## src/rtl/alu_nibble_seq.sv

```systemverilog
// alu_nibble_seq: multi-cycle WIDTH-bit ALU built around a 4-bit slice.
// Operands are latched on accept, processed one nibble per clock (LS nibble
// first) with carry chained between nibbles, and the assembled result plus
// flags are presented through a valid/ready output handshake.
module alu_nibble_seq #(
  parameter int unsigned WIDTH = 16
) (
  input  logic             clk,
  input  logic             rst,
  input  logic             in_valid,
  output logic             in_ready,
  input  logic [2:0]       op,
  input  logic [WIDTH-1:0] a,
  input  logic [WIDTH-1:0] b,
  output logic             out_valid,
  input  logic             out_ready,
  output logic [WIDTH-1:0] result,
  output logic             flag_c,
  output logic             flag_z,
  output logic             flag_v,
  output logic             flag_n,
  output logic             busy
);

  localparam int unsigned NIB  = WIDTH / 4;
  localparam int unsigned IDXW = (NIB > 1) ? $clog2(NIB) : 1;
  localparam logic [IDXW-1:0] LAST_IDX = IDXW'(NIB - 1);

  typedef enum logic [1:0] {
    S_IDLE,
    S_RUN,
    S_DONE
  } state_t;

  typedef enum logic [2:0] {
    OP_ADD   = 3'b000,
    OP_SUB   = 3'b001,
    OP_AND   = 3'b010,
    OP_OR    = 3'b011,
    OP_XOR   = 3'b100,
    OP_NOR   = 3'b101,
    OP_NOTA  = 3'b110,
    OP_PASSB = 3'b111
  } op_t;

  state_t           state;
  op_t              op_q;
  logic [WIDTH-1:0] a_q;
  logic [WIDTH-1:0] b_q;
  logic [IDXW-1:0]  idx;
  logic             carry;

  logic [3:0]       a_nib;
  logic [3:0]       b_nib;
  logic [3:0]       bp_nib;
  logic [4:0]       sum;
  logic [3:0]       r_nib;
  logic             is_arith;
  logic             c_next;
  logic             bp_msb;
  logic             v_next;
  logic [WIDTH-1:0] res_next;

  // Handshake/status outputs decoded from the registered state.
  always_comb begin
    in_ready  = (state == S_IDLE) && !rst;
    out_valid = (state == S_DONE);
    busy      = (state != S_IDLE);
  end

  // 4-bit slice: select nibble idx, compute it, and merge into the result.
  always_comb begin
    a_nib = '0;
    b_nib = '0;
    for (int unsigned i = 0; i < NIB; i++) begin
      if (idx == IDXW'(i)) begin
        a_nib = a_q[4*i +: 4];
        b_nib = b_q[4*i +: 4];
      end
    end

    is_arith = (op_q == OP_ADD) || (op_q == OP_SUB);
    bp_nib   = (op_q == OP_SUB) ? ~b_nib : b_nib;
    sum      = {1'b0, a_nib} + {1'b0, bp_nib} + {4'b0000, carry};

    case (op_q)
      OP_ADD,
      OP_SUB:   r_nib = sum[3:0];
      OP_AND:   r_nib = a_nib & b_nib;
      OP_OR:    r_nib = a_nib | b_nib;
      OP_XOR:   r_nib = a_nib ^ b_nib;
      OP_NOR:   r_nib = ~(a_nib | b_nib);
      OP_NOTA:  r_nib = ~a_nib;
      default:  r_nib = b_nib;
    endcase

    c_next = is_arith ? sum[4] : 1'b0;

    res_next = result;
    for (int unsigned i = 0; i < NIB; i++) begin
      if (idx == IDXW'(i)) begin
        res_next[4*i +: 4] = r_nib;
      end
    end

    bp_msb = (op_q == OP_SUB) ? ~b_q[WIDTH-1] : b_q[WIDTH-1];
    v_next = is_arith && (a_q[WIDTH-1] == bp_msb) &&
             (res_next[WIDTH-1] != a_q[WIDTH-1]);
  end

  // Control FSM plus operand, nibble-index, carry, result and flag registers.
  always_ff @(posedge clk or posedge rst) begin
    if (rst) begin
      state  <= S_IDLE;
      op_q   <= OP_ADD;
      a_q    <= '0;
      b_q    <= '0;
      idx    <= '0;
      carry  <= 1'b0;
      result <= '0;
      flag_c <= 1'b0;
      flag_z <= 1'b0;
      flag_v <= 1'b0;
      flag_n <= 1'b0;
    end else begin
      case (state)
        S_IDLE: begin
          if (in_valid) begin
            a_q    <= a;
            b_q    <= b;
            op_q   <= op_t'(op);
            idx    <= '0;
            carry  <= (op == OP_SUB);
            result <= '0;
            state  <= S_RUN;
          end
        end
        S_RUN: begin
          result <= res_next;
          carry  <= c_next;
          if (idx == LAST_IDX) begin
            flag_c <= c_next;
            flag_z <= (res_next == '0);
            flag_v <= v_next;
            flag_n <= res_next[WIDTH-1];
            state  <= S_DONE;
          end else begin
            idx <= idx + IDXW'(1);
          end
        end
        S_DONE: begin
          if (out_ready) begin
            state <= S_IDLE;
          end
        end
        default: state <= S_IDLE;
      endcase
    end
  end

endmodule
```

## config.mk

```make
export PLATFORM = sky130hd
export DESIGN_NAME = alu_nibble_seq
export DESIGN_NICKNAME = d
export VERILOG_FILES = /design/src/rtl/alu_nibble_seq.sv
export SDC_FILE = /design/constraint.sdc
export NUM_CORES = 1
export LEC_CHECK = 0
export CORE_ASPECT_RATIO = 0.5
export CORE_MARGIN = 4
export CORE_UTILIZATION = 53
export DETAILED_ROUTE_END_ITERATION = 8
export PLACE_DENSITY = 0.85
export REMOVE_ABC_BUFFERS = 1
export SYNTH_ARGS = -nofsm -noshare
export SYNTH_HDL_FRONTEND = slang
export SYNTH_SLANG_ARGS = --single-unit
export TNS_END_PERCENT = 20
```

## constraint.sdc

```tcl
create_clock -name clk -period 3.49 [get_ports clk]
set_input_delay 0.698 -clock clk [delete_from_list [all_inputs] [get_ports clk]]
set_output_delay 0.698 -clock clk [all_outputs]
set_load 0.02 [all_outputs]
```

==> results of run 1 <==
-- sequential cells by signal, summed over array words and instances (netlist names), 2 cells and up --
name / flops
a_q: 16
result: 16
idx: 2
op_q: 3
b_q: 16
state: 2
-- cells in the final DEF (no fill, tap or decap), types with 5 or more instances in the layout --
cell type | Yosys | final
and2_1 | 5 | 5
nor2b_1 | 6 | 6
buf_4 | 3 | 22
o211a_1 | 5 | 5
inv_2 | 3 | 6
nand3_1 | 5 | 5
dfrtp_1 | 60 | 59
nor2_1 | 7 | 6
clkdlybuf4s50_1 | 0 | 61
ha_1 | 16 | 12
mux2_2 | 35 | 35
clkbuf_16 | 0 | 9
inv_1 | 26 | 23
nand2_1 | 37 | 37
o21ai_0 | 16 | 15
a21oi_1 | 14 | 14
a22o_1 | 12 | 12
o22ai_1 | 8 | 8
o21ai_1 | 4 | 5
-- critical path, delay by kind of cell, from the launching register on --
kind | cells | cell delay (ns)
simple gates | 2 | 0.32
flops | 1 | 0.44
xor+xnor | 2 | 0.31
compound gates | 6 | 1.00
fa+ha+maj | 3 | 0.92
buf+inv | 3 | 0.33
-- timing repair --
item | in CTS | in global routing
pin swaps | 2 | 6
setup buffers | 1 | 5
cloned | 0 | 0
resized for setup | 10 | 7
setup endpoints to repair | 5 | 15
-- power by group --
group / switching, mW / internal, mW
combinational: 1.99 / 1.63
clock: 0.278 / 0.481
sequential: 0.223 / 1.01
total: 2.49 / 3.12
-- cell families after synthesis --
family / Yosys count
compound gates: 93
mux: 36
simple gates: 92
flops: 60
xor+xnor: 6
buf+inv: 47
fa+ha+maj: 18
-- cell type report --
| cell class | count | area (um^2) |
|---|---|---|
| inverters | 29 | 109 |
| fillers | 411 | 1630 |
| multi-input cells | 245 | 1910 |
| flip-flops and latches | 60 | 1500 |
| clock buffers | 12 | 246 |
| well taps | 88 | 110 |
| repair buffers | 83 | 776 |
-- metal layers --
metal / wire (um) / part of all wire
met3: 713 / 0.075
met5: 0 / 0
met1: 4060 / 0.43
met4: 220 / 0.023
met2: 4470 / 0.47
-- final timing paths --
path                         from   endpoint  cells past startpoint
max                        idx[1]  result[6]                     16
max in group asynchronous     rst     idx[1]                      3
max reg2reg                idx[1]  result[6]                     16
min in group asynchronous     rst     flag_c                      3
min                        flag_c     flag_c                      2
min reg2reg                flag_c     flag_c                      2
-- cell usage after synthesis, drive strengths merged (6+ instances only) --
library cell / instances / area, um^2
dfrtp: 60 / 1500
ha: 16 / 200
a22o: 12 / 105
mux2: 35 / 394
o22ai: 8 / 50.1
buf: 14 / 82.6
a21oi: 14 / 70.1
inv: 29 / 109
nand2: 37 / 139
nor2b: 6 / 37.5
nor2: 11 / 51.3
o21ai: 20 / 100
-- through the flow --
stage | instances | setup WS (ns)
2_1_floorplan | 334 | 0.191
3_3_place_gp | 499 | 0.0891
3_5_place_dp | 499 | -0.124
4_1_cts | 512 | 0.00675
5_1_grt | 517 | -0.0612
6_report | 517 | 0.0511
==> results_dict.tcl, run 1 <==
set metrics [dict create \
    finalSetupViolations 0 \
    io_buffers 61 \
    finalCriticalPeriod_ns 3.44 \
    fin_crit_sh 0.985 \
    postRouteAntennaNets 0 \
    ys_ff_latch 60 \
    via_per_inst 6.00 \
    clkLatencyLatePin_ns 0.33 \
    synthSimpleGateAreaFrac 0.132 \
    clock.fmax_mhz 291 \
    dpl_cell_area_um2 4300 \
    rows 20 \
    grt_pass1_wl_mm 15.3 \
    drv_cap 0 \
    synth-edff-count 0 \
    gp_congestion 0.934 \
    use_met3 0.0590 \
    synth.distinct_cells 57 \
    synthMuxAreaShare 0.114 \
    cp-start-kind "register" \
    antenna_found_initial 0 \
    holdBufCountCts 0 \
    yosysWarnings 0 \
    status "finished clean" \
    hpwl_mm 6.59 \
    hold_ws_ns 0.495 \
    setup_tns_ns 0 \
    path_max_fanout 7 \
    cts.path.max_buffers 2 \
    synth_compound_area_frac 0.191 \
    grtUsageMet1 0.325 \
    clock-sinks 60 \
    netlist_area_um2 3550 \
    syn_area_per_cell_um2 10.1 \
    diodes 0 \
    end_kind "register" \
    grt_pass1_vias 3119 \
    drtPass1Iterations 5 \
    rrSetupSlack_ns 0.05 \
    syn_to_final_growth_pct 31.1 \
    busiest_layer "met2" \
    p_per_area_nw_per_um2 1210 \
    hold_path.class "register to register" \
    crit_type "register to register" \
    clkTransAtPathRegs_ns 0.05 \
    synth_top_family_by_area "compound AO/OA/AOI/OAI gates" \
    grt_start_max_net_pins 61 \
    clock-root-buffer "clkbuf_16" \
    io_pins 62 \
    tightest_slew_ns 0.776 \
    synth_xor_area_frac 0.0148 \
    routedWlPerCell_um 18.3 \
    stdcell_area_um2 4660 \
    h-tree-depth 3 \
    syn_inst 352 \
    dieArea_um2 8160 \
    rsz0062_at_grt "yes" \
    synth_flop_cell "dfrtp_1" \
    synth_adder_area_share 0.0676 \
    async_reset_ff_frac 1.00 \
    die_h_um 65.9 \
    path_cells "inv_2, ha_2, nand2_1, o211ai_1, and2_1, xnor2_2, fa_2, inv_1, fa_1, xnor2_1, o22ai_1, a311oi_2, a211oi_2, buf_4, a31o_1, a22o_1" \
    cts_buffers 9 \
    track_usage 0.246 \
    leakagePower_nw 2.01 \
    crit_path_top_delay_cell "dfrtp_2" \
    post-route-util 0.741 \
    core_region_area_um2 6280 \
    critPathMaxStageDelay_ns 0.44 \
    drt-initial-drc-count 274 \
    vias 3102 \
    drive_gt1_frac 0.231 \
    hold_viol_final 0 \
    grt_overflow_total 0 \
    finalClockSkew_ns 0.00765 \
    irDropWorstVdd_mv 0.453 \
    fin_nets 485 \
    cts_tree "yes" \
    die_w_um 124 \
    grt_use_met2 0.385 \
    wl_mm 9.46 \
    worstPathArrival_ns 3.65 \
    drc 0 \
    power.total_mw 5.61 \
    crit_required_ns 3.70 \
    relSlewSlack 0.482 \
    initial_core_util 0.566 \
    ys_seq_area_frac 0.423 \
    slew_viol_final 0 \
]
Power figures use the tool's default switching activity.
==> inputs of run 2 (changes only) <==
Settings changed: SKIP_LAST_GASP set to 1.
==> run 2 against run 1 <==
Compared with the run above: combinational power hardly changed; global-route usage stayed put; sequential cell count is the same; die area unchanged; count of clock-buffer cells in the layout did not move; sequential share of layout area up 0.052 points.
==> results_dict.tcl, run 2 (synthesized netlist as in run 1, its figures left out) <==
set metrics [dict create \
    clock-sinks 60 \
    vias 3124 \
    drc 0 \
    status "finished clean" \
    grt_start_max_net_pins 61 \
    wl_mm 9.43 \
    hold_ws_ns 0.490 \
    finalCriticalPeriod_ns 3.44 \
    multi_input_area_um2 1900 \
    via_per_inst 6.04 \
    syn_to_final_growth_pct 30.9 \
    antenna_found_initial 0 \
    drive_gt1_frac 0.228 \
    io_pins 62 \
    grt_pass1_wl_mm 15.3 \
    drt-initial-drc-count 269 \
    ff_latch_area_um2 1500 \
    end_kind "register" \
    path_cells "inv_2, ha_2, nand2_1, o211ai_1, and2_1, xnor2_2, fa_2, inv_1, fa_1, xnor2_1, o22ai_1, a311oi_2, a211oi_2, buf_4, a31o_1, a22o_1" \
    setup_slack_ns 0.0529 \
    hpwl_mm 6.59 \
    critPathMaxStageDelay_ns 0.44 \
    clkTransAtPathRegs_ns 0.05 \
    clock_power_share 0.135 \
    fill_cells 413 \
    place_inst 499 \
    cp_num_buf_inv 3 \
    intPower_mw 3.12 \
    post-route-util 0.740 \
    clock-root-buffer "clkbuf_16" \
    cp-endpoint "result[6]" \
    combPwrFrac 0.645 \
    leakagePower_nw 2.01 \
    cts.path.max_buffers 2 \
    path_max_fanout 7 \
    crit_path_top_delay_cell "dfrtp_2" \
    stdcell_area_um2 4650 \
    p_per_area_nw_per_um2 1210 \
    rr_worst_depth 16 \
    die_w_um 124 \
    drv_cap 0 \
    crit_required_ns 3.70 \
    drtPass1Iterations 6 \
    fin_cells 517 \
    initial_core_util 0.566 \
    dieArea_um2 8160 \
    crit_type "register to register" \
    diodes 0 \
    power.total_mw 5.60 \
    track_usage 0.246 \
    worstHoldPathCells 2 \
    worstPathArrival_ns 3.65 \
    rrSetupSlack_ns 0.05 \
    relSlewSlack 0.491 \
    grt_pass1_vias 3119 \
    setup_tns_ns 0 \
    cts_buffers 9 \
    finalClockSkew_ns 0.00675 \
    fin_nets 485 \
    routedWlPerCell_um 18.2 \
    r2r_end "result[6]" \
    crit_start "idx[1]" \
    rsz0062_at_grt "yes" \
    clkLatencyLatePin_ns 0.33 \
    rows 20 \
    core_region_area_um2 6280 \
    tightest_slew_ns 0.763 \
    gp_congestion 0.934 \
    postRouteAntennaNets 0 \
    clock.fmax_mhz 291 \
    switchingPower_mw 2.48 \
    seqPwrFrac 0.220 \
    cp_top_family "compound AO/OA/AOI/OAI gates" \
    h-tree-depth 3 \
    r2r-start "idx[1]" \
    hold_path.class "register to register" \
    final_common_cell "clkdlybuf4s50_1" \
    hold_viol_final 0 \
    slew_viol_final 0 \
    die_h_um 65.9 \
    cts_tree "yes" \
    io_buffers 61 \
    grt_overflow_total 0 \
    layout.cells.most_common_list "clkdlybuf4s50_1, dfrtp_1, nand2_1" \
    fin_crit_sh 0.985 \
    cp.depth 16 \
    post-place-ws_ns -0.124 \
    cp-start-kind "register" \
    irDropWorstVdd_mv 0.452 \
    finalSetupViolations 0 \
    sw_frac_of_total 0.443 \
    dpl_cell_area_um2 4300 \
    largestRegisters "a_q (16), b_q (16), result (16)" \
]
[run 2: cell counts in the layout (fill, tap and decap cells not counted)]
No cell type changed its count.
[run 2: power by group through the flow]
stage / Sequential (mW) / Combinational [mW] / Clock (mW)
global placement: 1.21 / 3.11 / 0
floorplan: 1.31 / 2.21 / 0
detailed placement: 1.24 / 3.28 / 0
CTS: 1.23 / 3.40 / 0.765
global route: 1.27 / 3.91 / 0.802
finish: 1.23 / 3.61 / 0.756
[run 2: worst reg2reg max path, delay by kind of cell (launching register included)]
| family | cells | cell delay (ns) |
|---|---|---|
| adders and majority gates | 3 | 0.92 |
| xor gates and xnor gates | 2 | 0.31 |
| buffers and inverters | 3 | 0.33 |
| and+or+nand+nor | 2 | 0.32 |
| DFF | 1 | 0.44 |
| AOI/OAI and AO/OA | 6 | 1.00 |
[run 2: layout make-up]
class	count	area share
Timing Repair Buffer	83	0.167
Tap cell	88	0.0237
Sequential cell	60	0.323
Inverter	29	0.0234
Multi-Input combinational cell	245	0.410
Clock buffer	12	0.0530
[run 2: worst min path at each step]
stage             end  slack [ns]    from
6_report       flag_c        0.49  flag_c
5_1_grt        flag_c        0.52  flag_c
4_1_cts        flag_c        0.49  flag_c
3_5_place_dp   flag_c        0.48  flag_c
3_3_place_gp   flag_c        0.47  flag_c
2_1_floorplan  b_q[9]        0.47  b_q[9]
[run 2: timing repair]
action                                  4_1_cts  5_1_grt
setup buffers                                 1        5
endpoints found under the setup margin        5       15
gates cloned                                  0        0
hold buffers                                  0        0
resized for setup                            10        6
pin swaps                                     2        6
[run 2: metal layers]
layer,global-route usage,vias to the layer above,routed length [um],part of all wire
li1,-,1424,-,-
met1,0.325,1528,4110,0.44
met2,0.385,142,4460,0.47
met3,0.0590,30,594,0.063
met4,0.113,0,267,0.028
met5,0,-,0,0
==> inputs of run 3 (changes only) <==
Settings changed: ABC_AREA set to 1.
==> run 3 against run 2 <==
Compared with the run above: final cell count increased by 17%; synthesized area increased by 0.77%; combinational power decreased by 13%; power decreased by 6.1%; register-to-register slack improved by 0.15 ns; critical path depth increased by 6; clock skew decreased by 0.00054 ns; global-route usage decreased by 0.72 points; count of clock-buffer cells in the layout increased by 1; clock power increased by 14%; die area increased by 0.70%.
==> results_dict.tcl, run 3 <==
set metrics [dict create \
    io_pins 62 \
    finalSetupViolations 0 \
    vias 3331 \
    ys_seq_area_frac 0.419 \
    fin_cells 607 \
    leakagePower_nw 2.26 \
    end_kind "register" \
    stdcell_area_um2 4600 \
    clock.fmax_mhz 304 \
    irDropWorstVdd_mv 0.517 \
    syn_inst 450 \
    finalClockSkew_ns 0.00620 \
    setup_slack_ns 0.204 \
    grt_pass1_vias 3088 \
    setup_tns_ns 0 \
    hold_ws_ns 0.480 \
    slew_viol_final 0 \
    layout.cells.most_common_list "nand2_1, clkdlybuf4s50_1, dfrtp_1" \
    cts_buffers 9 \
    drc 0 \
    fin_nets 572 \
    holdBufCountCts 0 \
    postRouteAntennaNets 0 \
    routedWlPerCell_um 15.3 \
    initial_core_util 0.568 \
    grt_start_max_net_pins 40 \
    relSlewSlack 0.586 \
    clock-root-buffer "clkbuf_16" \
    crit_required_ns 3.77 \
    die_h_um 66.1 \
    cts_tree "yes" \
    diodes 0 \
    synthTopCellsByCount "nand2_1, dfrtp_1, nand3_1" \
    synth_most_common_cell "nand2_1" \
    drive_gt1_frac 0.145 \
    async_reset_ff_frac 1.00 \
    grt_overflow_total 0 \
    grt_pass1_wl_mm 15.3 \
    cp-start-kind "register" \
    crit_type "register to register" \
    syn_area_per_cell_um2 7.95 \
    largestRegisters "a_q (16), b_q (16), result (16)" \
    via_per_inst 5.49 \
    io_buffers 61 \
    finalCriticalPeriod_ns 3.29 \
    p_per_area_nw_per_um2 1140 \
    syn_to_final_growth_pct 28.6 \
    path_max_fanout 12 \
    die_w_um 124 \
    synth-edff-count 0 \
    yosysTopAreaCellShare 0.419 \
    status "finished clean" \
    clock-sinks 60 \
    netlist_area_um2 3580 \
    netlist.top_cell.by_area "dfrtp_1" \
    drtPass1Iterations 5 \
    wl_mm 9.26 \
    hold_viol_final 0 \
    yosysWarnings 0 \
    drv_cap 0 \
    worstPathArrival_ns 3.56 \
    post-place-ws_ns 0.0820 \
    track_usage 0.239 \
    ys_ff_latch 60 \
    dieArea_um2 8210 \
    synth_flop_cell "dfrtp_1" \
    drt-initial-drc-count 383 \
    hpwl_mm 6.79 \
    synth_area_leaders "dfrtp_1, nand2_1, nand3_1" \
    fin_crit_sh 0.942 \
    synth.distinct_cells 32 \
    final_common_cell "nand2_1" \
    rows 20 \
    worstHoldPathCells 2 \
    dpl_cell_area_um2 4270 \
    h-tree-depth 3 \
    hold_path.class "register to register" \
    power.total_mw 5.26 \
    clkTransAtPathRegs_ns 0.05 \
    post-route-util 0.730 \
    antenna_found_initial 0 \
    cts.path.max_buffers 2 \
    gp_congestion 1.00 \
    core_region_area_um2 6310 \
    place_inst 591 \
    clkLatencyLatePin_ns 0.34 \
    tightest_slew_ns 0.618 \
    rr_worst_depth 22 \
]
run 3: cell types whose count changed after synthesis, sizes merged, moves of 5 or more:
cell / before / now
nand2: 37 / 137
nand3: 5 / 54
mux2: 35 / 21
o32ai: 5 / 0
o211a: 5 / 0
a22o: 12 / 0
nor2b: 6 / 0
and2: 5 / 0
inv: 29 / 46
nor2: 11 / 37
a21oi: 14 / 25
o21ai: 20 / 11
run 3: area by class of cell:
type,instances,area [um^2]
multi-input cells,324,1810
fillers,456,1700
flip-flops and latches,60,1500
repair buffers,73,717
clock buffers,13,250
inverters,47,179
well taps,88,110
clock inverters,2,35.0
run 3: path summary, 6_finish.rpt:
| path | from | slack, ns | end |
|---|---|---|---|
| min in group asynchronous | rst | 0.76 | result[0] |
| hold / removal | flag_n | 0.48 | flag_n |
| max in group asynchronous | rst | 2.30 | b_q[13] |
| setup / recovery | idx[1] | 0.20 | flag_z |
| setup reg to reg | idx[1] | 0.20 | flag_z |
| hold reg to reg | flag_n | 0.48 | flag_n |
run 3: kinds of logic after synthesis:
kind of cell,synth area share
muxes,0.0661
xor gates and xnor gates,0.0122
adders and majority gates,0.0671
DFF,0.419
buffers and inverters,0.0849
and+or+nand+nor,0.278
AOI/OAI and AO/OA,0.0720
run 3: what timing repair did:
action                     CTS  global route
setup endpoints to repair    0             3
setup buffers                0             1
gates resized for setup      0            11
run 3: routing by layer:
layer	wire [um]	track usage	up-vias
met5	0	0	-
met3	818	0.0855	14
met2	4180	0.355	140
li1	-	-	1586
met4	78	0.0519	0
met1	4180	0.336	1591
run 3: worst max-delay path, cell delays in order (launching register included):
cell	delay (ns)
dfrtp_1	0.41
inv_2	0.11
ha_2	0.22
buf_6	0.17
a21oi_1	0.07
nand2_1	0.07
nand2_1	0.10
nand2_1	0.11
inv_1	0.08
fa_1	0.39
inv_1	0.10
fa_1	0.42
nand2_1	0.09
nand3_1	0.09
nor2_1	0.14
nand2_2	0.11
nand3_1	0.09
nand2_1	0.09
nor2_1	0.10
nand2_1	0.06
nor2_1	0.09
nand3_1	0.08
nand2_1	0.06
run 3: where the power goes:
group	total (mW)	switching (mW)	internal [mW]	leakage [nW]
Sequential	1.26	0.240	1.02	0.725
Clock	0.859	0.293	0.566	0.140
Combinational	3.14	1.94	1.20	1.40
